## src/rtl/mem_block_copy_if.sv

```systemverilog
// rtl/mem_block_copy_if.sv - memory request/response bus between the block-copy engine and memory
interface mem_block_copy_if #(
    parameter int MEM_AW = 16,
    parameter int MEM_DW = 32
) ();
    logic              mem_req;
    logic              mem_write;
    logic [MEM_AW-1:0] mem_addr;
    logic [MEM_DW-1:0] mem_wdata;
    logic              mem_rdata_vld;
    logic [MEM_DW-1:0] mem_rdata;

    modport master (
        output mem_req,
        output mem_write,
        output mem_addr,
        output mem_wdata,
        input  mem_rdata_vld,
        input  mem_rdata
    );

    modport slave (
        input  mem_req,
        input  mem_write,
        input  mem_addr,
        input  mem_wdata,
        output mem_rdata_vld,
        output mem_rdata
    );
endinterface

```

## src/rtl/mem_block_copy.sv

```systemverilog
// rtl/mem_block_copy.sv - 2D strided block copy / fill / invert-copy engine
// Outputs are registered from the next-state view so they line up with the state they belong to.
module mem_block_copy #(
    parameter int MEM_AW   = 16,
    parameter int MEM_DW   = 32,
    parameter int DIM_BITS = 16
) (
    input  logic                clk,
    input  logic                rst,
    input  logic                go,
    input  logic [1:0]          mode,
    input  logic                abort,
    input  logic [MEM_AW-1:0]   sBASE,
    input  logic [MEM_AW-1:0]   dBASE,
    input  logic [DIM_BITS-1:0] sSTRIDE,
    input  logic [DIM_BITS-1:0] dSTRIDE,
    input  logic [DIM_BITS-1:0] ROWS,
    input  logic [DIM_BITS-1:0] COLS,
    input  logic [MEM_DW-1:0]   fill_val,
    mem_block_copy_if.master    mem,
    output logic                busy,
    output logic                ret
);

    typedef enum logic [1:0] {S_IDLE, S_RD, S_WR, S_DONE} state_t;

    state_t              r_state, w_state_n;
    logic [1:0]          r_mode, w_mode_n;
    logic [DIM_BITS-1:0] r_sstride, w_sstride_n;
    logic [DIM_BITS-1:0] r_dstride, w_dstride_n;
    logic [DIM_BITS-1:0] r_rows, w_rows_n;
    logic [DIM_BITS-1:0] r_cols, w_cols_n;
    logic [MEM_DW-1:0]   r_fill, w_fill_n;
    logic [MEM_DW-1:0]   r_data, w_data_n;
    logic [DIM_BITS-1:0] r_row, w_row_n;
    logic [DIM_BITS-1:0] r_col, w_col_n;
    logic [MEM_AW-1:0]   r_srow, w_srow_n;
    logic [MEM_AW-1:0]   r_drow, w_drow_n;

    logic                r_mem_req, w_mem_req_n;
    logic                r_mem_write, w_mem_write_n;
    logic [MEM_AW-1:0]   r_mem_addr, w_mem_addr_n;
    logic [MEM_DW-1:0]   r_mem_wdata, w_mem_wdata_n;
    logic                r_busy, w_busy_n;
    logic                r_ret, w_ret_n;

    logic                w_last_col;
    logic                w_last;

    assign w_last_col = (r_col == r_cols - DIM_BITS'(1));
    assign w_last     = w_last_col && (r_row == r_rows - DIM_BITS'(1));

    // State register: FSM state, latched configuration, counters and registered outputs
    always_ff @(posedge clk or posedge rst) begin
        if (rst) begin
            r_state     <= S_IDLE;
            r_mode      <= '0;
            r_sstride   <= '0;
            r_dstride   <= '0;
            r_rows      <= '0;
            r_cols      <= '0;
            r_fill      <= '0;
            r_data      <= '0;
            r_row       <= '0;
            r_col       <= '0;
            r_srow      <= '0;
            r_drow      <= '0;
            r_mem_req   <= 1'b0;
            r_mem_write <= 1'b0;
            r_mem_addr  <= '0;
            r_mem_wdata <= '0;
            r_busy      <= 1'b0;
            r_ret       <= 1'b0;
        end else begin
            r_state     <= w_state_n;
            r_mode      <= w_mode_n;
            r_sstride   <= w_sstride_n;
            r_dstride   <= w_dstride_n;
            r_rows      <= w_rows_n;
            r_cols      <= w_cols_n;
            r_fill      <= w_fill_n;
            r_data      <= w_data_n;
            r_row       <= w_row_n;
            r_col       <= w_col_n;
            r_srow      <= w_srow_n;
            r_drow      <= w_drow_n;
            r_mem_req   <= w_mem_req_n;
            r_mem_write <= w_mem_write_n;
            r_mem_addr  <= w_mem_addr_n;
            r_mem_wdata <= w_mem_wdata_n;
            r_busy      <= w_busy_n;
            r_ret       <= w_ret_n;
        end
    end

    // Next-state logic, including configuration capture and row/column walking
    always_comb begin
        w_state_n   = r_state;
        w_mode_n    = r_mode;
        w_sstride_n = r_sstride;
        w_dstride_n = r_dstride;
        w_rows_n    = r_rows;
        w_cols_n    = r_cols;
        w_fill_n    = r_fill;
        w_data_n    = r_data;
        w_row_n     = r_row;
        w_col_n     = r_col;
        w_srow_n    = r_srow;
        w_drow_n    = r_drow;
        case (r_state)
            S_IDLE: begin
                if (go) begin
                    w_mode_n    = mode;
                    w_sstride_n = sSTRIDE;
                    w_dstride_n = dSTRIDE;
                    w_rows_n    = ROWS;
                    w_cols_n    = COLS;
                    w_fill_n    = fill_val;
                    w_row_n     = '0;
                    w_col_n     = '0;
                    w_srow_n    = sBASE;
                    w_drow_n    = dBASE;
                    if (ROWS == '0 || COLS == '0) w_state_n = S_DONE;
                    else if (mode == 2'd1)        w_state_n = S_WR;
                    else                          w_state_n = S_RD;
                end
            end
            S_RD: begin
                if (abort) begin
                    w_state_n = S_IDLE;
                end else if (mem.mem_rdata_vld) begin
                    w_data_n  = (r_mode == 2'd2) ? ~mem.mem_rdata : mem.mem_rdata;
                    w_state_n = S_WR;
                end
            end
            S_WR: begin
                if (abort) begin
                    w_state_n = S_IDLE;
                end else begin
                    // Row bases advance by the stride; no multiplier in the address path
                    if (w_last_col) begin
                        w_col_n  = '0;
                        w_row_n  = r_row + DIM_BITS'(1);
                        w_srow_n = r_srow + MEM_AW'(r_sstride);
                        w_drow_n = r_drow + MEM_AW'(r_dstride);
                    end else begin
                        w_col_n  = r_col + DIM_BITS'(1);
                    end
                    if (w_last)                 w_state_n = S_DONE;
                    else if (r_mode == 2'd1)    w_state_n = S_WR;
                    else                        w_state_n = S_RD;
                end
            end
            default: w_state_n = S_IDLE;
        endcase
    end

    // Output logic, evaluated on the next state so the registered outputs match it
    always_comb begin
        w_mem_req_n   = 1'b0;
        w_mem_write_n = 1'b0;
        w_mem_addr_n  = '0;
        w_mem_wdata_n = '0;
        w_busy_n      = (w_state_n != S_IDLE);
        w_ret_n       = (w_state_n == S_DONE);
        case (w_state_n)
            S_RD: begin
                w_mem_req_n  = 1'b1;
                w_mem_addr_n = w_srow_n + MEM_AW'(w_col_n);
            end
            S_WR: begin
                w_mem_req_n   = 1'b1;
                w_mem_write_n = 1'b1;
                w_mem_addr_n  = w_drow_n + MEM_AW'(w_col_n);
                w_mem_wdata_n = (w_mode_n == 2'd1) ? w_fill_n : w_data_n;
            end
            default: ;
        endcase
    end

    assign mem.mem_req   = r_mem_req;
    assign mem.mem_write = r_mem_write;
    assign mem.mem_addr  = r_mem_addr;
    assign mem.mem_wdata = r_mem_wdata;
    assign busy          = r_busy;
    assign ret           = r_ret;

endmodule

```

## src/flat_wrapper.sv

```systemverilog
// flat-port wrapper written by rule: the top's interface ports become plain ports
module mem_block_copy_flat 
#(
    parameter int MEM_AW   = 16,
    parameter int MEM_DW   = 32,
    parameter int DIM_BITS = 16
)
  (clk, rst, go, mode, abort, sBASE, dBASE, sSTRIDE, dSTRIDE, ROWS, COLS, fill_val, busy, ret, mem_mem_req, mem_mem_write, mem_mem_addr, mem_mem_wdata, mem_mem_rdata_vld, mem_mem_rdata);
  mem_block_copy_if #(.MEM_AW(MEM_AW), .MEM_DW(MEM_DW)) mem_i ();
  input  logic clk;
  input  logic rst;
  input  logic go;
  input  logic [1:0] mode;
  input  logic abort;
  input  logic [MEM_AW-1:0] sBASE;
  input  logic [MEM_AW-1:0] dBASE;
  input  logic [DIM_BITS-1:0] sSTRIDE;
  input  logic [DIM_BITS-1:0] dSTRIDE;
  input  logic [DIM_BITS-1:0] ROWS;
  input  logic [DIM_BITS-1:0] COLS;
  input  logic [MEM_DW-1:0] fill_val;
  output logic busy;
  output logic ret;
  output wire logic [$bits(mem_i.mem_req)-1:0] mem_mem_req;
  output wire logic [$bits(mem_i.mem_write)-1:0] mem_mem_write;
  output wire logic [$bits(mem_i.mem_addr)-1:0] mem_mem_addr;
  output wire logic [$bits(mem_i.mem_wdata)-1:0] mem_mem_wdata;
  input wire logic [$bits(mem_i.mem_rdata_vld)-1:0] mem_mem_rdata_vld;
  input wire logic [$bits(mem_i.mem_rdata)-1:0] mem_mem_rdata;
  assign mem_mem_req = mem_i.mem_req;
  assign mem_mem_write = mem_i.mem_write;
  assign mem_mem_addr = mem_i.mem_addr;
  assign mem_mem_wdata = mem_i.mem_wdata;
  assign mem_i.mem_rdata_vld = mem_mem_rdata_vld;
  assign mem_i.mem_rdata = mem_mem_rdata;
  mem_block_copy #(.MEM_AW(MEM_AW), .MEM_DW(MEM_DW), .DIM_BITS(DIM_BITS)) u_core (.clk(clk), .rst(rst), .go(go), .mode(mode), .abort(abort), .sBASE(sBASE), .dBASE(dBASE), .sSTRIDE(sSTRIDE), .dSTRIDE(dSTRIDE), .ROWS(ROWS), .COLS(COLS), .fill_val(fill_val), .mem(mem_i), .busy(busy), .ret(ret));
endmodule
```

## config.mk

```make
export PLATFORM = sky130hd
export DESIGN_NAME = mem_block_copy_flat
export DESIGN_NICKNAME = d
export VERILOG_FILES = /design/src/rtl/mem_block_copy_if.sv /design/src/rtl/mem_block_copy.sv /design/src/flat_wrapper.sv
export SDC_FILE = /design/constraint.sdc
export NUM_CORES = 1
export LEC_CHECK = 0
export CORE_ASPECT_RATIO = 1.5
export CORE_MARGIN = 2
export CORE_UTILIZATION = 43
export DETAILED_ROUTE_END_ITERATION = 8
export PLACE_DENSITY = 0.66
export SYNTH_ARGS = -nofsm -noshare
export SYNTH_HDL_FRONTEND = slang
export SYNTH_SLANG_ARGS = --single-unit
```

## constraint.sdc

```tcl
create_clock -name clk -period 20.1 [get_ports clk]
set_clock_uncertainty 0.05 [all_clocks]
set_input_delay 3.015 -clock clk [delete_from_list [all_inputs] [get_ports clk]]
set_output_delay 3.015 -clock clk [all_outputs]
set_load 0.01 [all_outputs]
```

==> results.json <==
{
  "yosys_warnings": 0,
  "postSynthRegisterBits": 248,
  "async_flop_share_pct": 100,
  "starting_drt_drc_count": 604,
  "post_synth_instance_area_um2": 14200,
  "grt_setup_unrepaired": "no",
  "grt_remaining_overflow": 0,
  "post-route-drc-count": 0,
  "fill_cells": 2896,
  "power.combinational.fraction_pct": 45.4,
  "cts_htree_levels": 1,
  "area_of_combinational_cells_with_multiple_inputs_um2": 7560,
  "timing.slew.headroom_pct": 25.2,
  "layout_min_cycle_time_ps": 8270,
  "sw_share_pct": 39.1,
  "post_drt_wl_per_cell_um": 19.6,
  "initial_core_utilization_pct": 43.5,
  "irDropWorstVdd_mv": 0.0814,
  "vias_per_cell": 5.70,
  "first_global_vias": 11876,
  "synth-seq-area-share_pct": 43.8,
  "placement.io_buffers": 218,
  "worst_setup_path_type": "primary input to flip-flop",
  "total_number_of_vias": 11715,
  "fmax_mhz": 121,
  "core_region_area_um2": 32500,
  "cts_resized": 0,
  "clock_tree_root_buffer_cell": "sky130_fd_sc_hd__clkbuf_16",
  "critical_path_arrival_ps": 8670,
  "required_ps": 20500,
  "power_report.internal_total_mw": 1.43,
  "pre_cts_slack_ps": 11360,
  "layout_setup_ws_ps": 11830,
  "drt-pass1-iter-count": 7,
  "gr-usage-all-layers_pct": 23.4,
  "floorplan.rows": 81,
  "die_span_in_y_um": 226,
  "cts_tree": "yes",
  "power.share.sequential_pct": 33.5,
  "worst_pin_slew_ps": 1120,
  "grt_max_degree": 105,
  "p_switching_uw": 916,
  "flow.area_growth_from_synthesis_pct": 24.2,
  "register_area_um2": 6210,
  "tritoncts.num_buffers": 27,
  "chipWidth_um": 152,
  "final_nets": 1845,
  "antenna_cell_count": 0,
  "replace_congestion": 0.899,
  "timing_max_transition_violations_final": 0,
  "run_status": "completed",
  "die-area_um2": 34400,
  "number_of_sinks_on_the_clock_net": 248,
  "postSynthCellCount": 1440,
  "synth_area_per_cell_um2": 9.83,
  "ios": 219,
  "synth_edf_count": 0,
  "first_pass_grt_wire_length_um": 64300,
  "grt_antenna_before_repair": 2,
  "postRouteAntennaNets": 0,
  "clk_pin_slew_ps": 60,
  "final_layout_size_suffix_gt1_share_pct": 11.6,
  "setup.reg_to_reg.worst_slack_ps": 13170,
  "min_period_over_period_pct": 41.1,
  "final_hold_violating_endpoints": 0,
  "worst_setup_path_start_kind": "primary input",
  "clk-insertion-delay-late_ps": 560,
  "setup.worst_path.end_class": "flip-flop",
  "tns_ps": 0,
  "timing.critical_path.fanout_max": 65,
  "cts_max_path_buffers": 3,
  "clkPwrFrac_pct": 21.1,
  "postCtsHoldBufs": 0,
  "synth_cell_types": 77,
  "setup-violations-final": 0,
  "hold_path.class": "flip-flop to flip-flop",
  "detailed_place_hpwl_um": 29400,
  "power.density_nw_per_um2": 133,
  "postSynth.topFlopCell": "sky130_fd_sc_hd__dfrtp_1",
  "routed_wl_um": 40400,
  "mappedNetlistNets": 1662,
  "p_leak_nw": 7.28,
  "postCtsSetupBuffers": 0,
  "cap_viol_max_count": 0
}
per-layer routing:
layer	vias up	share of wire, %	track usage (%)
met1	5702	39	27.4
li1	5541	-	-
met2	376	50	41.2
met5	-	0.064	0
met3	92	6.9	5.45
met4	4	4.2	9.65
cell type report:
type | count | area share (%)
Clock buffer | 36 | 4.38
Clock inverter | 12 | 0.598
Inverter | 32 | 0.726
Multi-Input combinational cell | 1082 | 43.0
Sequential cell | 248 | 35.3
Tap cell | 415 | 2.95
Timing Repair Buffer | 232 | 13.0
placed cells by master (no fill, tap or decap), drive strengths merged, types with 36 or more instances in the layout:
cell type      netlist  routed
dfrtp              248     248
o21ai               81      81
clkbuf              65      36
nand3               51      51
ha                  52      52
xnor2               70      70
xor2                40      40
nor2               111     111
nand2              109     109
mux2               111     111
clkdlybuf4s50        0     218
a21oi              103     103
through the flow:
step / std cells / power, mW / hold WS [ps] / utilization [%] / instance area (µm²)
2_1_floorplan: 1440 / 1.51 / 417 / - / 14200
3_3_place_gp: 2009 / 1.83 / 432 / 51.3 / 16700
3_5_place_dp: 2009 / 1.85 / 437 / 51.3 / 16700
5_1_grt: 2057 / 2.51 / 457 / 54.0 / 17600
4_1_cts: 2057 / 2.36 / 451 / 54.0 / 17600
6_report: 2057 / 2.34 / 447 / 54.0 / 17600
synthesized netlist by cell type (21+ instances only):
| library cell | instances | area share (%) |
|---|---|---|
| sky130_fd_sc_hd__a21boi_0 | 32 | 1.7 |
| sky130_fd_sc_hd__a21oi_1 | 103 | 3.6 |
| sky130_fd_sc_hd__dfrtp_1 | 248 | 44 |
| sky130_fd_sc_hd__xor2_1 | 40 | 2.5 |
| sky130_fd_sc_hd__nor4_1 | 21 | 0.93 |
| sky130_fd_sc_hd__mux2_2 | 111 | 8.8 |
| sky130_fd_sc_hd__nand3_1 | 51 | 1.8 |
| sky130_fd_sc_hd__clkbuf_1 | 65 | 1.7 |
| sky130_fd_sc_hd__nor2_1 | 109 | 2.9 |
| sky130_fd_sc_hd__nand2_1 | 109 | 2.9 |
| sky130_fd_sc_hd__xnor2_1 | 70 | 4.3 |
| sky130_fd_sc_hd__o21ai_0 | 68 | 2.4 |
| sky130_fd_sc_hd__inv_1 | 31 | 0.82 |
| sky130_fd_sc_hd__nor2b_1 | 27 | 1.2 |
| sky130_fd_sc_hd__ha_1 | 52 | 4.6 |
worst paths after layout:
| kind | start | endpoint | cells after the start |
|---|---|---|---|
| min reg2reg | u_core.r_fill[25]$_DFF_PP0_ | u_core.r_fill[25]$_DFF_PP0_ | 1 |
| min | u_core.r_fill[25]$_DFF_PP0_ | u_core.r_fill[25]$_DFF_PP0_ | 1 |
| max reg2reg | u_core.r_cols[0]$_DFFE_PP0P_ | u_core.mem.mem_addr[12]$_DFF_PP0_ | 27 |
| max in group asynchronous | rst | u_core.mem.mem_wdata[10]$_DFF_PP0_ | 4 |
| max | abort | u_core.mem.mem_addr[12]$_DFF_PP0_ | 20 |
| min in group asynchronous | rst | u_core.r_fill[28]$_DFF_PP0_ | 2 |
flip-flops by register name, summed over array words and instances (netlist names):
name and count:
u_core.r_state 2, u_core.mem.mem_addr 16, u_core.mem.mem_write 1, u_core.r_rows 16, u_core.mem.mem_wdata 32, u_core.r_data 32
u_core.r_srow 16, u_core.ret 1, u_core.r_sstride 16, u_core.busy 1, u_core.r_fill 32, u_core.r_drow 16
u_core.r_mode 2, u_core.r_dstride 16, u_core.r_cols 16, u_core.r_row 16, u_core.mem.mem_req 1, u_core.r_col 16
critical path, stage by stage:
cell and delay, ps:
sky130_fd_sc_hd__clkdlybuf4s50_1 790, sky130_fd_sc_hd__nor4_2 370, sky130_fd_sc_hd__buf_4 550, sky130_fd_sc_hd__and3b_1 270, sky130_fd_sc_hd__inv_1 130, sky130_fd_sc_hd__ha_2 900
sky130_fd_sc_hd__mux2_2 310, sky130_fd_sc_hd__ha_1 160, sky130_fd_sc_hd__inv_1 60, sky130_fd_sc_hd__fa_1 400, sky130_fd_sc_hd__nor2b_1 170, sky130_fd_sc_hd__o21ai_0 100
sky130_fd_sc_hd__nand2b_1 120, sky130_fd_sc_hd__a21oi_1 90, sky130_fd_sc_hd__o21bai_1 220, sky130_fd_sc_hd__a21oi_1 120, sky130_fd_sc_hd__o21ai_0 360, sky130_fd_sc_hd__a311oi_1 190
sky130_fd_sc_hd__xnor2_1 150, sky130_fd_sc_hd__and2_1 160
cells by family after synthesis:
kind of cell,Yosys count,synth area share [%]
xor+xnor,110,6.81
buf+inv,110,2.97
mux,130,10.2
fa+ha+maj,55,5.02
simple gates,446,15.7
compound gates,341,15.5
flops,248,43.8
power by group through the flow:
| stage | sequential [mW] | clock [mW] | combinational (mW) |
|---|---|---|---|
| floorplan | 0.756 | 0 | 0.758 |
| global placement | 0.789 | 0 | 1.04 |
| finish | 0.785 | 0.494 | 1.06 |
| global route | 0.805 | 0.526 | 1.17 |
| detailed placement | 0.792 | 0 | 1.06 |
| CTS | 0.785 | 0.509 | 1.07 |
Power figures use the tool's default switching activity.
